--- src/rtl/ft245r_pkg.sv ---
// Definitions shared by the FT245R USB FIFO link transmitter and receiver.
package ft245r_pkg;

    localparam int unsigned CNT_W           = 4;
    localparam int unsigned DEPTH_LOG2_DEF  = 3;
    localparam int unsigned SETUP_CYC_DEF   = 1;
    localparam int unsigned WR_CYC_DEF      = 3;
    localparam int unsigned HOLD_CYC_DEF    = 1;
    localparam int unsigned RECOVER_CYC_DEF = 3;

    typedef enum logic [2:0] {
        ST_IDLE    = 3'd0,
        ST_SETUP   = 3'd1,
        ST_STROBE  = 3'd2,
        ST_HOLD    = 3'd3,
        ST_RECOVER = 3'd4
    } tx_state_e;

    // Down-counter reload value for a phase lasting cyc cycles.
    function automatic logic [CNT_W-1:0] cnt_load(input int unsigned cyc);
        return CNT_W'(cyc - 1);
    endfunction

endpackage

--- src/rtl/byte_fifo.sv ---
// Synchronous byte FIFO with exact level and a registered head/empty view.
module byte_fifo #(
    parameter int unsigned DEPTH_LOG2 = 3
) (
    input  logic                  clk,
    input  logic                  areset_n,
    input  logic [7:0]            push_data,
    input  logic                  push,
    input  logic                  pop,
    output logic [7:0]            head,
    output logic                  empty,
    output logic                  full,
    output logic [DEPTH_LOG2:0]   level
);

    localparam int unsigned DEPTH = 1 << DEPTH_LOG2;
    localparam int unsigned LVL_W = DEPTH_LOG2 + 1;
    localparam int unsigned PTR_W = DEPTH_LOG2;

    logic [7:0]       mem [DEPTH];
    logic [PTR_W-1:0] wr_ptr;
    logic [PTR_W-1:0] rd_ptr;
    logic             push_ok_c;
    logic             pop_ok_c;
    logic [LVL_W-1:0] level_next_c;

    always_comb begin
        push_ok_c    = push && !full;
        pop_ok_c     = pop && (level != '0);
        level_next_c = level;
        case ({push_ok_c, pop_ok_c})
            2'b10:   level_next_c = level + LVL_W'(1);
            2'b01:   level_next_c = level - LVL_W'(1);
            default: level_next_c = level;
        endcase
    end

    always_ff @(posedge clk) begin
        if (push_ok_c) begin
            mem[wr_ptr] <= push_data;
        end
    end

    // full resets high so nothing is accepted before the first clock after reset.
    // head/empty trail the pointers by one cycle: a freshly pushed byte is
    // presented on the cycle after the push.
    always_ff @(posedge clk or negedge areset_n) begin
        if (!areset_n) begin
            wr_ptr <= '0;
            rd_ptr <= '0;
            level  <= '0;
            full   <= 1'b1;
            empty  <= 1'b1;
            head   <= '0;
        end else begin
            if (push_ok_c) begin
                wr_ptr <= wr_ptr + PTR_W'(1);
            end
            if (pop_ok_c) begin
                rd_ptr <= rd_ptr + PTR_W'(1);
            end
            level <= level_next_c;
            full  <= (level_next_c == LVL_W'(DEPTH));
            empty <= (level == '0);
            head  <= mem[rd_ptr];
        end
    end

endmodule

--- src/rtl/ft245r_tx.sv ---
// FT245R write-side transmitter: buffers bytes and drives timed WR strobes gated by TXE#.
module ft245r_tx
    import ft245r_pkg::*;
#(
    parameter int unsigned DEPTH_LOG2  = DEPTH_LOG2_DEF,
    parameter int unsigned SETUP_CYC   = SETUP_CYC_DEF,
    parameter int unsigned WR_CYC      = WR_CYC_DEF,
    parameter int unsigned HOLD_CYC    = HOLD_CYC_DEF,
    parameter int unsigned RECOVER_CYC = RECOVER_CYC_DEF
) (
    input  logic                  clk,
    input  logic                  areset_n,
    input  logic [7:0]            in_data,
    input  logic                  in_valid,
    output logic                  in_ready,
    input  logic                  usb_txe_,
    input  logic                  bus_busy,
    output logic [7:0]            usb_dout,
    output logic                  usb_oe,
    output logic                  usb_wr,
    output logic                  tx_busy,
    output logic [DEPTH_LOG2:0]   fifo_level
);

    logic             fifo_full;
    logic             fifo_empty;
    logic [7:0]       fifo_head;
    logic             pop_c;
    logic             txe_meta;
    logic             txe_s;
    tx_state_e        state;
    logic [CNT_W-1:0] cnt;

    assign in_ready = !fifo_full;
    assign pop_c    = (state == ST_STROBE) && (cnt == '0);

    byte_fifo #(
        .DEPTH_LOG2 (DEPTH_LOG2)
    ) u_fifo (
        .clk       (clk),
        .areset_n  (areset_n),
        .push_data (in_data),
        .push      (in_valid),
        .pop       (pop_c),
        .head      (fifo_head),
        .empty     (fifo_empty),
        .full      (fifo_full),
        .level     (fifo_level)
    );

    // TXE# synchroniser; resets to "not ready".
    always_ff @(posedge clk or negedge areset_n) begin
        if (!areset_n) begin
            txe_meta <= 1'b1;
            txe_s    <= 1'b1;
        end else begin
            txe_meta <= usb_txe_;
            txe_s    <= txe_meta;
        end
    end

    // Write sequencer; once SETUP is entered the byte always completes.
    always_ff @(posedge clk or negedge areset_n) begin
        if (!areset_n) begin
            state    <= ST_IDLE;
            cnt      <= '0;
            usb_dout <= '0;
            usb_oe   <= 1'b0;
            usb_wr   <= 1'b0;
            tx_busy  <= 1'b0;
        end else begin
            case (state)
                ST_IDLE: begin
                    if (!fifo_empty && !txe_s && !bus_busy) begin
                        usb_dout <= fifo_head;
                        usb_oe   <= 1'b1;
                        tx_busy  <= 1'b1;
                        cnt      <= cnt_load(SETUP_CYC);
                        state    <= ST_SETUP;
                    end
                end
                ST_SETUP: begin
                    if (cnt == '0) begin
                        usb_wr <= 1'b1;
                        cnt    <= cnt_load(WR_CYC);
                        state  <= ST_STROBE;
                    end else begin
                        cnt <= cnt - CNT_W'(1);
                    end
                end
                ST_STROBE: begin
                    if (cnt == '0) begin
                        usb_wr <= 1'b0;
                        cnt    <= cnt_load(HOLD_CYC);
                        state  <= ST_HOLD;
                    end else begin
                        cnt <= cnt - CNT_W'(1);
                    end
                end
                ST_HOLD: begin
                    if (cnt == '0) begin
                        usb_oe <= 1'b0;
                        cnt    <= cnt_load(RECOVER_CYC);
                        state  <= ST_RECOVER;
                    end else begin
                        cnt <= cnt - CNT_W'(1);
                    end
                end
                ST_RECOVER: begin
                    // Long enough that a stale TXE# low in the synchroniser has flushed.
                    if (cnt == '0) begin
                        tx_busy <= 1'b0;
                        state   <= ST_IDLE;
                    end else begin
                        cnt <= cnt - CNT_W'(1);
                    end
                end
                default: begin
                    usb_oe  <= 1'b0;
                    usb_wr  <= 1'b0;
                    tx_busy <= 1'b0;
                    state   <= ST_IDLE;
                end
            endcase
        end
    end

endmodule

--- config.mk ---
export PLATFORM = sky130hd
export DESIGN_NAME = ft245r_tx
export DESIGN_NICKNAME = d
export VERILOG_FILES = /design/src/rtl/ft245r_pkg.sv /design/src/rtl/byte_fifo.sv /design/src/rtl/ft245r_tx.sv
export SDC_FILE = /design/constraint.sdc
export NUM_CORES = 1
export LEC_CHECK = 0
export BUFFER_PORTS_ARGS = -buffer_cell sky130_fd_sc_hd__buf_2
export CORE_MARGIN = 2
export CORE_UTILIZATION = 50
export CTS_BUF_LIST = sky130_fd_sc_hd__clkbuf_16
export CTS_CLUSTER_DIAMETER = 200
export CTS_CLUSTER_SIZE = 10
export DETAILED_ROUTE_END_ITERATION = 12
export GPL_TIMING_DRIVEN = 0
export PLACE_DENSITY = 0.68
export SYNTH_ARGS = -nofsm -noshare
export SYNTH_HDL_FRONTEND = slang
export SYNTH_HIERARCHICAL = 1
export SYNTH_SLANG_ARGS = --single-unit
--- constraint.sdc ---
create_clock -name clk -period 4.1 [get_ports clk]
set_clock_uncertainty 0.1 [all_clocks]
set_input_delay 0.205 -clock clk [delete_from_list [all_inputs] [get_ports clk]]
set_output_delay 0.205 -clock clk [all_outputs]
set_load 0.05 [all_outputs]
==> metrics.cfg, run 1 <==
[run_status]
status = complete, no violations

[sta]
rsz0062_at_grt = false
finalSetupTns_ps = 0
final-hold-violation-count = 0
fmax_ghz = 0.2989
worstMarginPinSlew_ps = 902.2
slew_headroom = 0.3963
fin_crit_sh = 0.8160
setup_viol = 0
setup_slack_ps = 754.5
fin_crit_ps = 3345
drv_slew = 0

[clock_network]
root_buffer = clkbuf_16
clock-sinks = 104
cts_buffer_depth = 2
path_clk_slew_ps = 70
cts_tree = done
post_cts_resized = 0
ctsHoldBuffers = 2
cts_setup_buffers = 0
clock_latency_ps = 340
numCtsBuffers = 9
h-tree-depth = 3

[synth]
synthFlopType = edfxtp_1
synth_top_area_cell = edfxtp_1
synth_edf_count = 64
synth_fp_nets = 272
syn_area_sq_um = 4289
ys_seq_elements = 104
post-synth-top-area-fraction = 0.4481
ys_seq_area_frac = 0.6826
synthCells = 252
post_synth_num_cell_types = 50
ys_warn_count = 6
synth.avg_cell_area_sq_um = 17.02
synthTopCellsByArea = edfxtp_1 45%, dfrtp_1 21%, mux4_1 9.8%
synthArstFlopShare = 0.3846

[route]
drcViolationCount = 0
wl_per_cell_microns = 17.65
final_antenna_net_count = 0
drt-pass1-iter-count = 4
dr.first_iter.drc_count = 114
routed-via-count = 2240
routed_wl_microns = 7131
avgViaCountPerCell = 5.545

[placed_design]
io_buffer_count = 28
dp_cells = 385
dpl-instance-area_sq_um = 4561
place_congestion = 0.7694
dpl_worst_slack_ps = 786.5
post-dp-hpwl_microns = 4701

[floorplan]
die-area_sq_um = 9335
fp-row-count = 33
die_h_microns = 96.62
chipWidth_microns = 96.62
ios = 29
core_sq_um = 8258
start_util = 0.5194

[final_layout]
synthToLayoutAreaGrowth_pct = 13.62
drive_above_1_share = 0.2575
fill_cells = 643
n_antenna_cell = 0
utilization = 0.5902
seqCellArea_sq_um = 2928
stdcell_count = 404
final_area_sq_um = 4873
multiInputGateArea_sq_um = 1272
final_nets = 314

[global_route]
grt_pass1_wl_microns = 11780
grt_pass1_vias = 2206
grt_max_degree = 41
antenna_found_initial = 0
track_usage = 0.1641
grt_overflow_total = 0

[min_path]
hp-class = in -> reg
min_from = in_data[7]
min_to = u_fifo/mem[5][7]
hold_depth = 1

[flow_run]
drv_cap = 0

[worst_setup_path]
rr_worst_depth = 13
cp_max_fo = 7
critPathCaptureType = flip-flop
arrival_ps = 3510
cp.required_ps = 4270
reg2reg_slack_ps = 750
reg2reg_from = cnt[0]
crit_type = reg -> reg
start_kind = flip-flop
reg2reg_to = u_fifo/full

[power_and_ir_drop]
pwr_density_cell_nw_per_um2 = 765.5
power.leakage_nw = 1.873
ir_worst_vdd_mv = 0.3527

sequential cells by signal, indices dropped and copies added (netlist names):
name           flops
usb_oe             1
u_fifo/head        8
u_fifo/wr_ptr      3
txe_meta           1
u_fifo/level       4
state              3
usb_dout           8
u_fifo/empty       1
txe_s              1
u_fifo/full        1
tx_busy            1
cnt                4
u_fifo/mem        64
usb_wr             1
u_fifo/rd_ptr      3
Yosys cell counts, types with 2 or more instances:
library cell and instances:
edfxtp_1 64, dfrtp_1 36, mux2_2 18, mux4_1 16, nand2_1 14, nor2_1 14
inv_1 9, xnor2_1 7, ha_1 6, nand2b_1 5, nor3_1 5, dfstp_2 4
o21ai_0 4, clkbuf_1 3, nand3_1 3, a211oi_1 2, a21oi_1 2, a31oi_1 2
buf_2 2, mux2i_1 2, nand2_2 2, nor2b_1 2, or3_1 2, xor2_1 2
stage by stage:
step | power (mW) | hold slack, ps
global route | 3.955 | 37.40
finish | 3.730 | 31.69
floorplan | 2.629 | -190.6
CTS | 3.760 | 23.62
global placement | 2.910 | 210.0
detailed placement | 2.956 | 212.8
how the worst max path moves through the flow:
stage	start	end	slack [ps]	cells past startpoint
after floorplan	cnt[0]	u_fifo/full	1230	14
after global placement	cnt[0]	u_fifo/full	820	14
after detailed placement	cnt[0]	u_fifo/full	790	13
after CTS	cnt[0]	u_fifo/full	720	13
after global routing	cnt[0]	u_fifo/full	320	13
final	cnt[0]	u_fifo/full	750	13
kinds of logic (layout without fill, tap and decap cells):
| group | after synthesis | in the layout | synth area share |
|---|---|---|---|
| AND/OR/NAND/NOR | 58 | 58 | 0.07235 |
| multiplexers | 36 | 36 | 0.1499 |
| AO/OA/AOI/OAI | 19 | 19 | 0.03034 |
| XOR/XNOR | 9 | 9 | 0.01838 |
| buffers and inverters | 18 | 65 | 0.02188 |
| adder cells (fa/ha/maj) | 8 | 8 | 0.02450 |
| flip-flops | 104 | 104 | 0.6826 |
placed cells by master (no fill, tap or decap), types with 5 or more instances in the layout:
master     Yosys  layout
buf_2          2      30
clkbuf_16      0       9
dfrtp_1       36      36
edfxtp_1      64      64
ha_1           6       6
inv_1          9      10
mux2_2        18      18
mux4_1        16      16
nand2_1       14      14
nand2b_1       5       5
nor2_1        14      14
xnor2_1        7       7
worst max-delay path: stages, from the launching register on:
cell      delay [ps]
dfrtp_1          420
inv_1             70
ha_1             210
nor3b_4          370
nand2_1          120
nor3_1           200
nand2b_1         150
inv_1            130
ha_1             230
ha_1             290
a21oi_1          200
a211oi_1         110
a31oi_1          280
mux2_2           370
area by class of cell:
cell class | instances | share of cell area
Buffer | 8 | 0.01155
Clock buffer | 9 | 0.04621
Clock inverter | 7 | 0.01130
Inverter | 10 | 0.007702
Multi-Input combinational cell | 130 | 0.2611
Sequential cell | 104 | 0.6008
Tap cell | 105 | 0.02696
Timing Repair Buffer | 31 | 0.03440
power breakdown:
group	leakage, nW	switching [mW]	internal (mW)
clock	0.139	0.376	0.419
sequential	1.05	0.150	1.41
combinational	0.680	0.817	0.556
total	1.87	1.34	2.39
per-layer routing:
layer | wire length, microns | share of wire | global-route usage | vias up
li1 | - | - | - | 1053
met2 | 3429 | 0.48 | 0.2612 | 55
met1 | 3264 | 0.46 | 0.2272 | 1124
met5 | 0 | 0 | 0 | -
met3 | 347 | 0.049 | 0.04263 | 8
met4 | 89 | 0.012 | 0.04550 | 0
Note: power is estimated with default switching activity, not from simulation.
==> run 2, diff against run 1 <==
==> constraint.sdc (replaced) <==
create_clock -name clk -period 3.1 [get_ports clk]
set_clock_uncertainty 0.1 [all_clocks]
set_input_delay 0.155 -clock clk [delete_from_list [all_inputs] [get_ports clk]]
set_output_delay 0.155 -clock clk [all_outputs]
set_load 0.05 [all_outputs]
==> metrics.cfg, run 2 (synthesis gave the netlist of run 1 again) <==
[sta]
setup_viol = 0  ; unchanged
fmax_ghz = 0.3420  ; +14%
slew_headroom = 0.4008  ; +0.004422
setup_slack_ps = 175.6  ; -578.9 ps
drv_slew = 0  ; unchanged
fin_crit_sh = 0.9433  ; +0.1274
fin_crit_ps = 2924  ; -421.1 ps
final-hold-violation-count = 0  ; unchanged
finalSetupTns_ps = 0  ; unchanged
worstMarginPinSlew_ps = 895.5  ; -6.608 ps

[power_and_ir_drop]
power.leakage_nw = 1.927  ; +2.9%
pwr_density_cell_nw_per_um2 = 1003  ; +31%
pwr-share-clk = 0.209  ; -0.004
ir_worst_vdd_mv = 0.4772  ; +35%
p_sw_mw = 1.827  ; +36%
power_frac_comb = 0.381  ; +0.013
switching_share = 0.3615  ; +0.001465
power_frac_seq = 0.409  ; -0.010
p_int_mw = 3.227  ; +35%

[clock_network]
clock-sinks = 104  ; unchanged
clock_latency_ps = 340  ; about the same
root_buffer = clkbuf_16
path_clk_slew_ps = 70  ; about the same
h-tree-depth = 3  ; unchanged
cts_tree = done
cts_buffer_depth = 2  ; unchanged
numCtsBuffers = 9  ; unchanged

[min_path]
hp-class = in -> reg

[final_layout]
layout_common_cells = 64 x edfxtp_1, 36 x dfrtp_1, 30 x buf_2
final_nets = 327  ; +4.1%
synthToLayoutAreaGrowth_pct = 17.44
largest_reg_flops = 64  ; unchanged
multiInputGateArea_sq_um = 1321  ; +3.8%
largest_registers = u_fifo/mem: 64 flops, u_fifo/head: 8 flops, usb_dout: 8 flops
regMostFlops = u_fifo/mem
final_common_cell = edfxtp_1
drive_above_1_share = 0.2917  ; +0.03414
seqCellArea_sq_um = 2928  ; unchanged
n_antenna_cell = 0  ; unchanged
utilization = 0.6100  ; +0.01985
fill_cells = 622  ; -3.3%

[floorplan]
die-area_sq_um = 9335  ; unchanged
fp-row-count = 33  ; unchanged
ios = 29  ; unchanged
start_util = 0.5194  ; unchanged
die_h_microns = 96.62  ; unchanged
core_sq_um = 8258  ; unchanged
chipWidth_microns = 96.62  ; unchanged

[worst_setup_path]
path_cells = inv_1 -> ha_4 -> nor3b_4 -> nand2_2 -> nor3_2 -> nand2b_1 -> inv_2 -> ha_4 -> inv_1 -> fa_1 -> and3b_1 -> o21ai_1 -> nor2_1 -> mux2_2
critPathSlowestCell = fa_1
slowest_delay_ps = 460  ; +40 ps
arrival_ps = 3090  ; -420 ps
start_kind = flip-flop
critPathCaptureType = flip-flop
crit_type = reg -> reg
cp_max_fo = 5  ; -2
critPathTopFamily = simple AND/OR/NAND/NOR gates
cp.required_ps = 3270  ; -1000 ps
path_buf_inv = 3  ; +1

[route]
dr.first_iter.drc_count = 114  ; unchanged
wl_per_cell_microns = 17.63  ; -0.13%
routed_wl_microns = 7351  ; +3.1%
routed-via-count = 2295  ; +2.5%
drt-pass1-iter-count = 4  ; unchanged
drcViolationCount = 0  ; unchanged
avgViaCountPerCell = 5.504  ; -0.74%
final_antenna_net_count = 0  ; unchanged

[flow_run]
drv_cap = 0  ; unchanged

[global_route]
antenna_found_initial = 0  ; unchanged
track_usage = 0.1669  ; +0.002806
grt_overflow_total = 0  ; unchanged
grt_max_degree = 41  ; unchanged
grt_pass1_vias = 2256  ; +2.3%
grt_pass1_wl_microns = 12000  ; +1.9%

[placed_design]
post-dp-hpwl_microns = 4701  ; unchanged
place_congestion = 0.7694  ; unchanged
dpl_worst_slack_ps = -213.5  ; -1000 ps
io_buffer_count = 28  ; unchanged

[run_status]
status = complete, no violations

==> run 2: cell types whose count changed in the layout (fill, tap and decap cells not counted), moves of 2 or more <==
cell / delta
buf_4: +6
dlygate4sd3_1: +7
ha_1: -3
ha_4: +3
inv_1: -2
inv_2: +2
o21ai_0: -2
o21ai_1: +2
==> run 2: power groups by stage <==
stage          Sequential, mW  Clock [mW]  Combinational [mW]
2_1_floorplan            2.39           0                1.09
3_3_place_gp             2.08           0                1.77
3_5_place_dp             2.10           0                1.81
4_1_cts                  2.07        1.08                1.86
5_1_grt                  2.12        1.14                2.08
6_report                 2.07        1.06                1.93
==> run 2: per-stage QoR <==
step,hold slack (ps),cells,power [mW],cell area [sq um]
finish,23.17,417,5.054,5037
global route,19.71,417,5.342,5037
CTS,2.822,412,5.008,4956
detailed placement,162.8,385,3.909,4561
global placement,160.0,385,3.849,4561
floorplan,-240.6,252,3.477,4289
==> run 2: routing by layer <==
metal  part of all wire  up-vias  GRT usage
met5                  0        -          0
met4              0.012        0    0.04550
met3              0.043        8    0.04263
met2               0.49       55     0.2639
met1               0.46     1157     0.2336
li1                   -     1075          -
==> run 2: final cells by class <==
cell class	count	area share
sequential	104	0.5812
multi-input combinational	130	0.2623
timing repair buffer	44	0.05614
clock buffer	9	0.04471
tap	105	0.02608
buffer	8	0.01118
clock inverter	7	0.01093
inverter	10	0.007452
==> run 2: final timing paths <==
path                             from          endpoint  slack, ps  cells after the start
hold / removal             in_data[1]  u_fifo/mem[4][1]         20                      1
min in group asynchronous    areset_n            cnt[3]        370                      2
max in group asynchronous    areset_n  u_fifo/wr_ptr[0]       1990                      2
setup reg to reg               cnt[0]       u_fifo/full        180                     14
setup / recovery               cnt[0]       u_fifo/full        180                     14
hold reg to reg              txe_meta             txe_s        260                      0
==> run 2: what timing repair did <==
item | in CTS | in global routing
resized for setup | 4 | 8
setup endpoints to repair | 2 | 2
pin swaps | 0 | 2
endpoints found under the hold margin | 81 | 0
hold buffers | 9 | 0
setup buffers | 2 | 4
